File: src/rtl/instr_encode_loader.sv
// Instruction loader: encodes symbolic requests into MIPS words, buffers them in a small FIFO
// and writes them sequentially into instruction memory starting at a programmed base address.
module instr_encode_loader #(
  parameter int ADDR_W     = 8,
  parameter int FIFO_DEPTH = 4
) (
  input  logic              clk,
  input  logic              rst_n,
  input  logic              start,
  input  logic [ADDR_W-1:0] base_addr,
  input  logic              req_valid,
  output logic              req_ready,
  input  logic [2:0]        req_kind,
  input  logic [4:0]        req_rs,
  input  logic [4:0]        req_rt,
  input  logic [4:0]        req_rd,
  input  logic [15:0]       req_imm,
  input  logic              req_last,
  output logic              imem_we,
  input  logic              imem_ready,
  output logic [ADDR_W-1:0] imem_addr,
  output logic [31:0]       imem_wdata,
  output logic              busy,
  output logic              done,
  output logic              err,
  output logic [ADDR_W:0]   count
);

  localparam int PTR_W = $clog2(FIFO_DEPTH);

  typedef enum logic [1:0] {
    S_IDLE,
    S_LOAD,
    S_DONE,
    S_ERR
  } state_t;

  state_t state, state_next;

  logic [32:0]    fifo_mem [FIFO_DEPTH];
  logic [PTR_W:0] wr_ptr, rd_ptr;
  logic           fifo_empty, fifo_full;
  logic [32:0]    head;
  logic           head_last;
  logic [31:0]    enc_word;
  logic           last_accepted;
  logic           push, pop, start_take, go_err;

  assign fifo_empty = (wr_ptr == rd_ptr);
  assign fifo_full  = (wr_ptr[PTR_W] != rd_ptr[PTR_W]) &&
                      (wr_ptr[PTR_W-1:0] == rd_ptr[PTR_W-1:0]);
  assign head       = fifo_mem[rd_ptr[PTR_W-1:0]];
  assign head_last  = head[32];

  assign push       = (state == S_LOAD) && req_valid && req_ready;
  assign pop        = imem_we && imem_ready;
  assign start_take = start && ((state == S_IDLE) || (state == S_ERR));
  // A non-final word landing on the top address would wrap on the next write
  assign go_err     = (state == S_LOAD) && pop && !head_last && (imem_addr == '1);

  always_comb begin
    enc_word = '0;
    case (req_kind)
      3'd0:    enc_word = {6'b000000, req_rs, req_rt, req_rd, 5'b00000, 6'b100000};
      3'd1:    enc_word = {6'b000000, req_rs, req_rt, req_rd, 5'b00000, 6'b100010};
      3'd2:    enc_word = {6'b000000, req_rs, req_rt, req_rd, 5'b00000, 6'b100100};
      3'd3:    enc_word = {6'b000000, req_rs, req_rt, req_rd, 5'b00000, 6'b100101};
      3'd4:    enc_word = {6'b000000, req_rs, req_rt, req_rd, 5'b00000, 6'b101010};
      3'd5:    enc_word = {6'b100011, req_rs, req_rt, req_imm};
      3'd6:    enc_word = {6'b101011, req_rs, req_rt, req_imm};
      default: enc_word = {6'b000100, req_rs, req_rt, req_imm};
    endcase
  end

  always_ff @(posedge clk or negedge rst_n) begin
    if (!rst_n) state <= S_IDLE;
    else        state <= state_next;
  end

  always_comb begin
    state_next = state;
    case (state)
      S_IDLE: if (start) state_next = S_LOAD;
      S_LOAD: begin
        if (pop) begin
          if (head_last)              state_next = S_DONE;
          else if (imem_addr == '1)   state_next = S_ERR;
        end
      end
      S_DONE:  state_next = S_IDLE;
      S_ERR:   if (start) state_next = S_LOAD;
      default: state_next = S_IDLE;
    endcase
  end

  always_comb begin
    req_ready  = 1'b0;
    imem_we    = 1'b0;
    done       = 1'b0;
    err        = 1'b0;
    busy       = (state != S_IDLE);
    case (state)
      S_LOAD: begin
        req_ready = !fifo_full && !last_accepted;
        imem_we   = !fifo_empty;
      end
      S_DONE:  done = 1'b1;
      S_ERR:   err  = 1'b1;
      default: ;
    endcase
    imem_wdata = imem_we ? head[31:0] : '0;
  end

  always_ff @(posedge clk) begin
    if (push) fifo_mem[wr_ptr[PTR_W-1:0]] <= {req_last, enc_word};
  end

  always_ff @(posedge clk or negedge rst_n) begin
    if (!rst_n) begin
      wr_ptr        <= '0;
      rd_ptr        <= '0;
      imem_addr     <= '0;
      count         <= '0;
      last_accepted <= 1'b0;
    end else if (start_take) begin
      wr_ptr        <= '0;
      rd_ptr        <= '0;
      imem_addr     <= base_addr;
      count         <= '0;
      last_accepted <= 1'b0;
    end else begin
      if (push) begin
        wr_ptr <= wr_ptr + (PTR_W+1)'(1);
        if (req_last) last_accepted <= 1'b1;
      end
      if (pop) begin
        rd_ptr    <= rd_ptr + (PTR_W+1)'(1);
        imem_addr <= imem_addr + ADDR_W'(1);
        count     <= count + (ADDR_W+1)'(1);
      end
      // Entering the error state discards anything still buffered, including a same-cycle push
      if (go_err) begin
        wr_ptr <= '0;
        rd_ptr <= '0;
      end
    end
  end

endmodule

File: config.mk
export PLATFORM = sky130hd
export DESIGN_NAME = instr_encode_loader
export DESIGN_NICKNAME = d
export VERILOG_FILES = /design/src/rtl/instr_encode_loader.sv
export SDC_FILE = /design/constraint.sdc
export NUM_CORES = 1
export LEC_CHECK = 0
export ABC_AREA = 1
export CAP_MARGIN = 20
export CORE_MARGIN = 2
export CORE_UTILIZATION = 50
export CTS_BUF_LIST = sky130_fd_sc_hd__clkbuf_2
export CTS_CLUSTER_DIAMETER = 120
export CTS_CLUSTER_SIZE = 25
export DETAILED_ROUTE_END_ITERATION = 10
export PLACE_DENSITY_LB_ADDON = 0.12
export SYNTH_ARGS = -nofsm -noshare
export SYNTH_HDL_FRONTEND = slang
export SYNTH_SLANG_ARGS = --single-unit
export TNS_END_PERCENT = 1
File: constraint.sdc
create_clock -name clk -period 3.3 [get_ports clk]
set_clock_uncertainty 0.1 [all_clocks]
set_input_delay 0.66 -clock clk [delete_from_list [all_inputs] [get_ports clk]]
set_output_delay 0.66 -clock clk [all_outputs]
set_load 0.02 [all_outputs]
==> results.yml, run 1 <==
run_status:
  status: "finished clean"
clock_network:
  htreeDepth: 4
  cts_setup_buffers: 0
  cts_hold_buf: 0
  clkTransAtPathRegs_ps: 200
  clockBufferDepth: 2
  cts_buffers: 17
  clkLatencyLatePin_ps: 710
  cts_tree: "yes"
  cts_sinks: 146
  root_buffer: "clkbuf_2"
final_layout:
  syn2layout_area_growth_pct: 19.9
  final_cells: 945
  drive_above_1_share_pct: 11.4
  postLayoutCoreUtil_pct: 61.0
  nFillCells: 1156
  diodes: 0
  layout.nets: 817
detailed_routing:
  top_layer_used: "met4"
  dr.pass1.iters: 5
  ant_nets: 0
  vias_per_cell: 5.21
  routed_wirelength_mm: 15.1
  dr_total_vias: 4919
  wl_met2_mm: 7.67
  wl_met1_mm: 6.37
  first_iter_violations: 391
  post_drt_wl_per_cell_um: 15.9
  met3_length_um: 797
  route.detailed.drc: 0
global_routing:
  track_usage_pct: 21.6
  antenna_found_initial: 0
  grt-ovfl-total: 0
  grt_pass1_vias: 4661
  grt_start_max_net_pins: 63
  grt_pass1_wl_mm: 23.7
synth:
  ys_types: 35
  synth-seq-cells: 146
  yosys-top-cells-area: "edfxtp_1 54%, dfrtp_1 9.7%, nor2_1 8.1%"
  syn_inst: 656
  ys_warn_count: 0
  synth_area_mm2: 0.00668
  yosys.area.top_type: "edfxtp_1"
  synth_fp_nets: 716
  synth_top_area_share_pct: 53.9
  avgSynthCellArea_um2: 10.2
  ys_seq_area_share_pct: 63.7
sta:
  fin_crit_sh_pct: 95.6
  setup_viol: 0
  rsz0062_at_grt: "yes"
  fin_crit_ps: 3160
  max_slew_margin_pct: 59.8
  finalMaxSlewViolations: 0
  tns_ps: 0
  fmax_mhz: 317
  max_slew.worst_pin.slew_ps: 597
  hold_violations: 0
die:
  ioPinCount: 102
  dieArea_mm2: 0.0143
  rows: 42
  core_region_area_mm2: 0.0131
  die_h_um: 120
  die_w_um: 120
  start_util_pct: 50.9
worst_setup_path:
  r2r-start: "state[1]$_DFFE_PN0P_"
  endpoint_kind: "output pin"
  r2r_setup_slack_ps: 1040
  r2r_end: "fifo_mem[1][17]$_DFFE_PP_"
  rr_worst_depth: 9
  critical_path_class: "register to output pin"
  setup.worst_path.start_class: "register"
  required_ps: 2540
  cp_max_fo: 15
  cp.arrival_ps: 2400
  cp-startpoint: "rd_ptr[1]$_DFFE_PN0P_"
min_path:
  min_path_type: "input port to async pin"
pwr:
  power.density_mw_per_mm2: 704
  peakVddDrop_mv: 0.283
  leakage_nw: 3.26
  p_total_mw: 5.64
placement:
  dpl.cell_count: 914
  io_buffers: 100
  hpwl_mm: 9.51
  gp_congestion: 0.815
job:
  max-cap-violations: 0
power by group:
| part | total [mW] | internal (mW) | switching, mW |
|---|---|---|---|
| registers | 2.39 | 2.24 | 0.152 |
| logic | 2.32 | 0.789 | 1.53 |
| clock network | 0.937 | 0.351 | 0.586 |
| total | 5.64 | 3.38 | 2.26 |
layer usage:
| metal | vias up | track usage, % |
|---|---|---|
| li1 | 2409 | - |
| met1 | 2346 | 27.1 |
| met2 | 142 | 37.3 |
| met3 | 22 | 4.56 |
| met4 | 0 | 7.28 |
| met5 | - | 0 |
layout by cell type, fill, tap and decap left out, types with 6 or more instances in the layout:
master	netlist	routed
a21oi_1	32	31
buf_4	4	11
clkbuf_2	0	35
clkdlybuf4s50_1	0	67
dfrtp_1	26	25
dlygate4sd2_1	0	12
edfxtp_1	120	120
ha_1	12	11
inv_1	42	42
nand2_1	99	99
nand2_2	6	6
nand3_1	27	27
nor2_1	145	142
o21ai_0	65	65
o21ai_1	9	9
xor2_1	6	6
timing repair:
| action | CTS | global route |
|---|---|---|
| endpoints found under the setup margin | 33 | 22 |
| pin swaps | 0 | 0 |
| resized for setup | 55 | 28 |
sequential cells by signal (all words and copies together) (netlist names):
name / count
count: 9
imem_addr: 8
last_accepted: 1
rd_ptr: 3
wr_ptr: 3
state: 2
fifo_mem: 120
how the worst max path moves through the flow:
stage | end | slack [ps] | cells after the start
after floorplan | fifo_mem[2][0]$_DFFE_PP_ | 260 | 8
after global placement | imem_wdata[31] | 400 | 5
after detailed placement | imem_wdata[27] | 350 | 5
after CTS | imem_wdata[19] | 1 | 8
after global routing | imem_we | -50 | 8
final | imem_we | 140 | 8
cell usage after synthesis, drive strengths merged:
| library cell | instances |
|---|---|
| a21oi | 33 |
| a31o | 1 |
| buf | 20 |
| clkbuf | 12 |
| conb | 1 |
| dfrtp | 26 |
| edfxtp | 120 |
| ha | 12 |
| inv | 48 |
| nand2 | 107 |
| nand3 | 29 |
| nand4 | 5 |
| nor2 | 148 |
| nor3 | 2 |
| nor4 | 1 |
| o2111ai | 3 |
| o211ai | 1 |
| o21a | 2 |
| o21ai | 75 |
| o21bai | 1 |
| or2 | 3 |
| xor2 | 6 |
worst max-delay path, cell delays in order (launching register included):
cell and delay [ps]:
dfrtp_1 460, buf_6 180, nand2_1 80, nand2_2 100
nand3_4 120, nand2_8 180, buf_4 210, inv_1 50
dlygate4sd2_1 310
area by class of cell:
class | count | area (µm²) | share of cell area [%]
clock inverter | 8 | 87.6 | 1.09
clock buffer | 23 | 115 | 1.44
inverter | 48 | 190 | 2.37
tap | 176 | 220 | 2.75
timing repair buffer | 114 | 1030 | 12.8
multi-input combinational | 430 | 2120 | 26.4
sequential | 146 | 4260 | 53.1
cell families after synthesis:
| kind of cell | synth area share (%) |
|---|---|
| simple gates | 18.7 |
| flops | 63.7 |
| compound gates | 9.17 |
| buf+inv | 5.37 |
| fa+ha+maj | 2.25 |
| xor+xnor | 0.786 |
| other cells | 0.0561 |
metrics by stage:
step                worst slack [ps]  instance area (µm²)  hold WS (ps)
global placement                 404                 7870           405
CTS                             1.17                 8080           149
detailed placement               350                 7870           422
finish                           144                 8010           202
global route                   -47.0                 8010           153
floorplan                        259                 6680           264
Note: power is estimated with default switching activity, not from simulation.
==> run 2, diff against run 1 <==
Settings changed: CTS_CLUSTER_DIAMETER 120 to not set, TNS_END_PERCENT 1 to 20.
==> run 2 against run 1 <==
Effect of this change:
- hold slack better by 1.4 ps
- non-clock buffer count unchanged
- cell area is essentially flat
- critical endpoint unchanged
==> results.yml, run 2 (synthesis gave the netlist of run 1 again) <==
detailed_routing:
  dr_total_vias: 4918
  routed_wirelength_mm: 15.1
  dr.pass1.iters: 5
  post_drt_wl_per_cell_um: 15.9
  ant_nets: 0
  first_iter_violations: 391
  vias_per_cell: 5.20
  route.detailed.drc: 0
clock_network:
  htreeDepth: 4
  cts_buffers: 17
  clockBufferDepth: 2
  clkLatencyLatePin_ps: 710
  cts_sinks: 146
  root_buffer: "clkbuf_2"
  cts_tree: "yes"
  cts_setup_buffers: 0
  clkTransAtPathRegs_ps: 200
worst_setup_path:
  endpoint_kind: "output pin"
  critical_path_class: "register to output pin"
  r2r-start: "state[1]$_DFFE_PN0P_"
  r2r_setup_slack_ps: 1040
  required_ps: 2540
  setup.worst_path.start_class: "register"
  cp.arrival_ps: 2390
  cp-startpoint: "rd_ptr[1]$_DFFE_PN0P_"
  cp_max_fo: 15
sta:
  finalMaxSlewViolations: 0
  fin_crit_sh_pct: 95.6
  fmax_mhz: 317
  hold_violations: 0
  tns_ps: 0
  fin_crit_ps: 3150
  setup_viol: 0
  max_slew_margin_pct: 59.8
  rsz0062_at_grt: "yes"
  max_slew.worst_pin.slew_ps: 597
run_status:
  status: "finished clean"
job:
  max-cap-violations: 0
min_path:
  min_path_type: "input port to async pin"
global_routing:
  grt_start_max_net_pins: 63
  antenna_found_initial: 0
  grt_pass1_wl_mm: 23.7
  grt_pass1_vias: 4661
  track_usage_pct: 21.6
  grt-ovfl-total: 0
final_layout:
  layout_common_cells: "142 x nor2_1, 120 x edfxtp_1, 99 x nand2_1"
  postLayoutCoreUtil_pct: 61.0
  drive_above_1_share_pct: 11.4
  largest_reg_flops: 120
  layout_commonest_cell: "nor2_1"
  syn2layout_area_growth_pct: 20.0
  diodes: 0
  layout.nets: 817
  nFillCells: 1156
pwr:
  peakVddDrop_mv: 0.283
  leakage_nw: 3.26
  power.density_mw_per_mm2: 704
placement:
  gp_congestion: 0.815
  hpwl_mm: 9.51
  io_buffers: 100
die:
  rows: 42
  dieArea_mm2: 0.0143
  die_w_um: 120
  start_util_pct: 50.9
  die_h_um: 120
  ioPinCount: 102
  core_region_area_mm2: 0.0131
## run 2: where the power goes
group / switching [mW] / internal (mW)
Combinational: 1.53 / 0.794
Sequential: 0.152 / 2.24
Clock: 0.586 / 0.351
## run 2: worst paths after layout
kind,end,depth (start not counted)
setup / recovery,imem_we,8
hold / removal,count[8]$_DFFE_PN0P_,2
setup reg to reg,fifo_mem[1][17]$_DFFE_PP_,9
hold reg to reg,last_accepted$_DFFE_PN0P_,2
max in group asynchronous,rd_ptr[0]$_DFFE_PN0P_,2
min in group clk,last_accepted$_DFFE_PN0P_,2
## run 2: area by class of cell
type	instances	area, µm²	share of cell area (%)
Clock buffer	23	115	1.44
Clock inverter	8	87.6	1.09
Inverter	48	190	2.37
Multi-Input combinational cell	430	2120	26.4
Sequential cell	146	4260	53.1
Tap cell	176	220	2.75
Timing Repair Buffer	114	1030	12.9
## run 2: timing repair
| item | CTS | global route |
|---|---|---|
| resized for setup | 56 | 28 |
| hold buffers | 0 | 0 |
| setup endpoints to repair | 33 | 22 |
## run 2: critical path: stages, from the launching register on
cell and delay (ps):
dfrtp_1 460, buf_6 180, nand2_1 80, nand2_2 100, nand3_4 120, nand2_8 180
buf_4 210, inv_1 50, dlygate4sd2_1 310
## run 2: through the flow
| stage | setup WS, ps | power, mW | hold slack [ps] | area, µm² | cells |
|---|---|---|---|---|---|
| after CTS | 1.17 | 5.73 | 149 | 8080 | 945 |
| after global placement | 404 | 4.75 | 405 | 7870 | 914 |
| after detailed placement | 350 | 4.82 | 422 | 7870 | 914 |
| after floorplan | 259 | 3.96 | 264 | 6680 | 656 |
| final | 146 | 5.65 | 203 | 8020 | 945 |
| after global routing | -47.0 | 6.01 | 153 | 8020 | 945 |
## run 2: routing by layer
| layer | GRT usage [%] | up-vias | routed length [µm] |
|---|---|---|---|
| li1 | - | 2409 | - |
| met4 | 7.28 | 0 | 229 |
| met3 | 4.56 | 22 | 800 |
| met1 | 27.1 | 2343 | 6340 |
| met2 | 37.3 | 144 | 7680 |
| met5 | 0 | - | 0 |
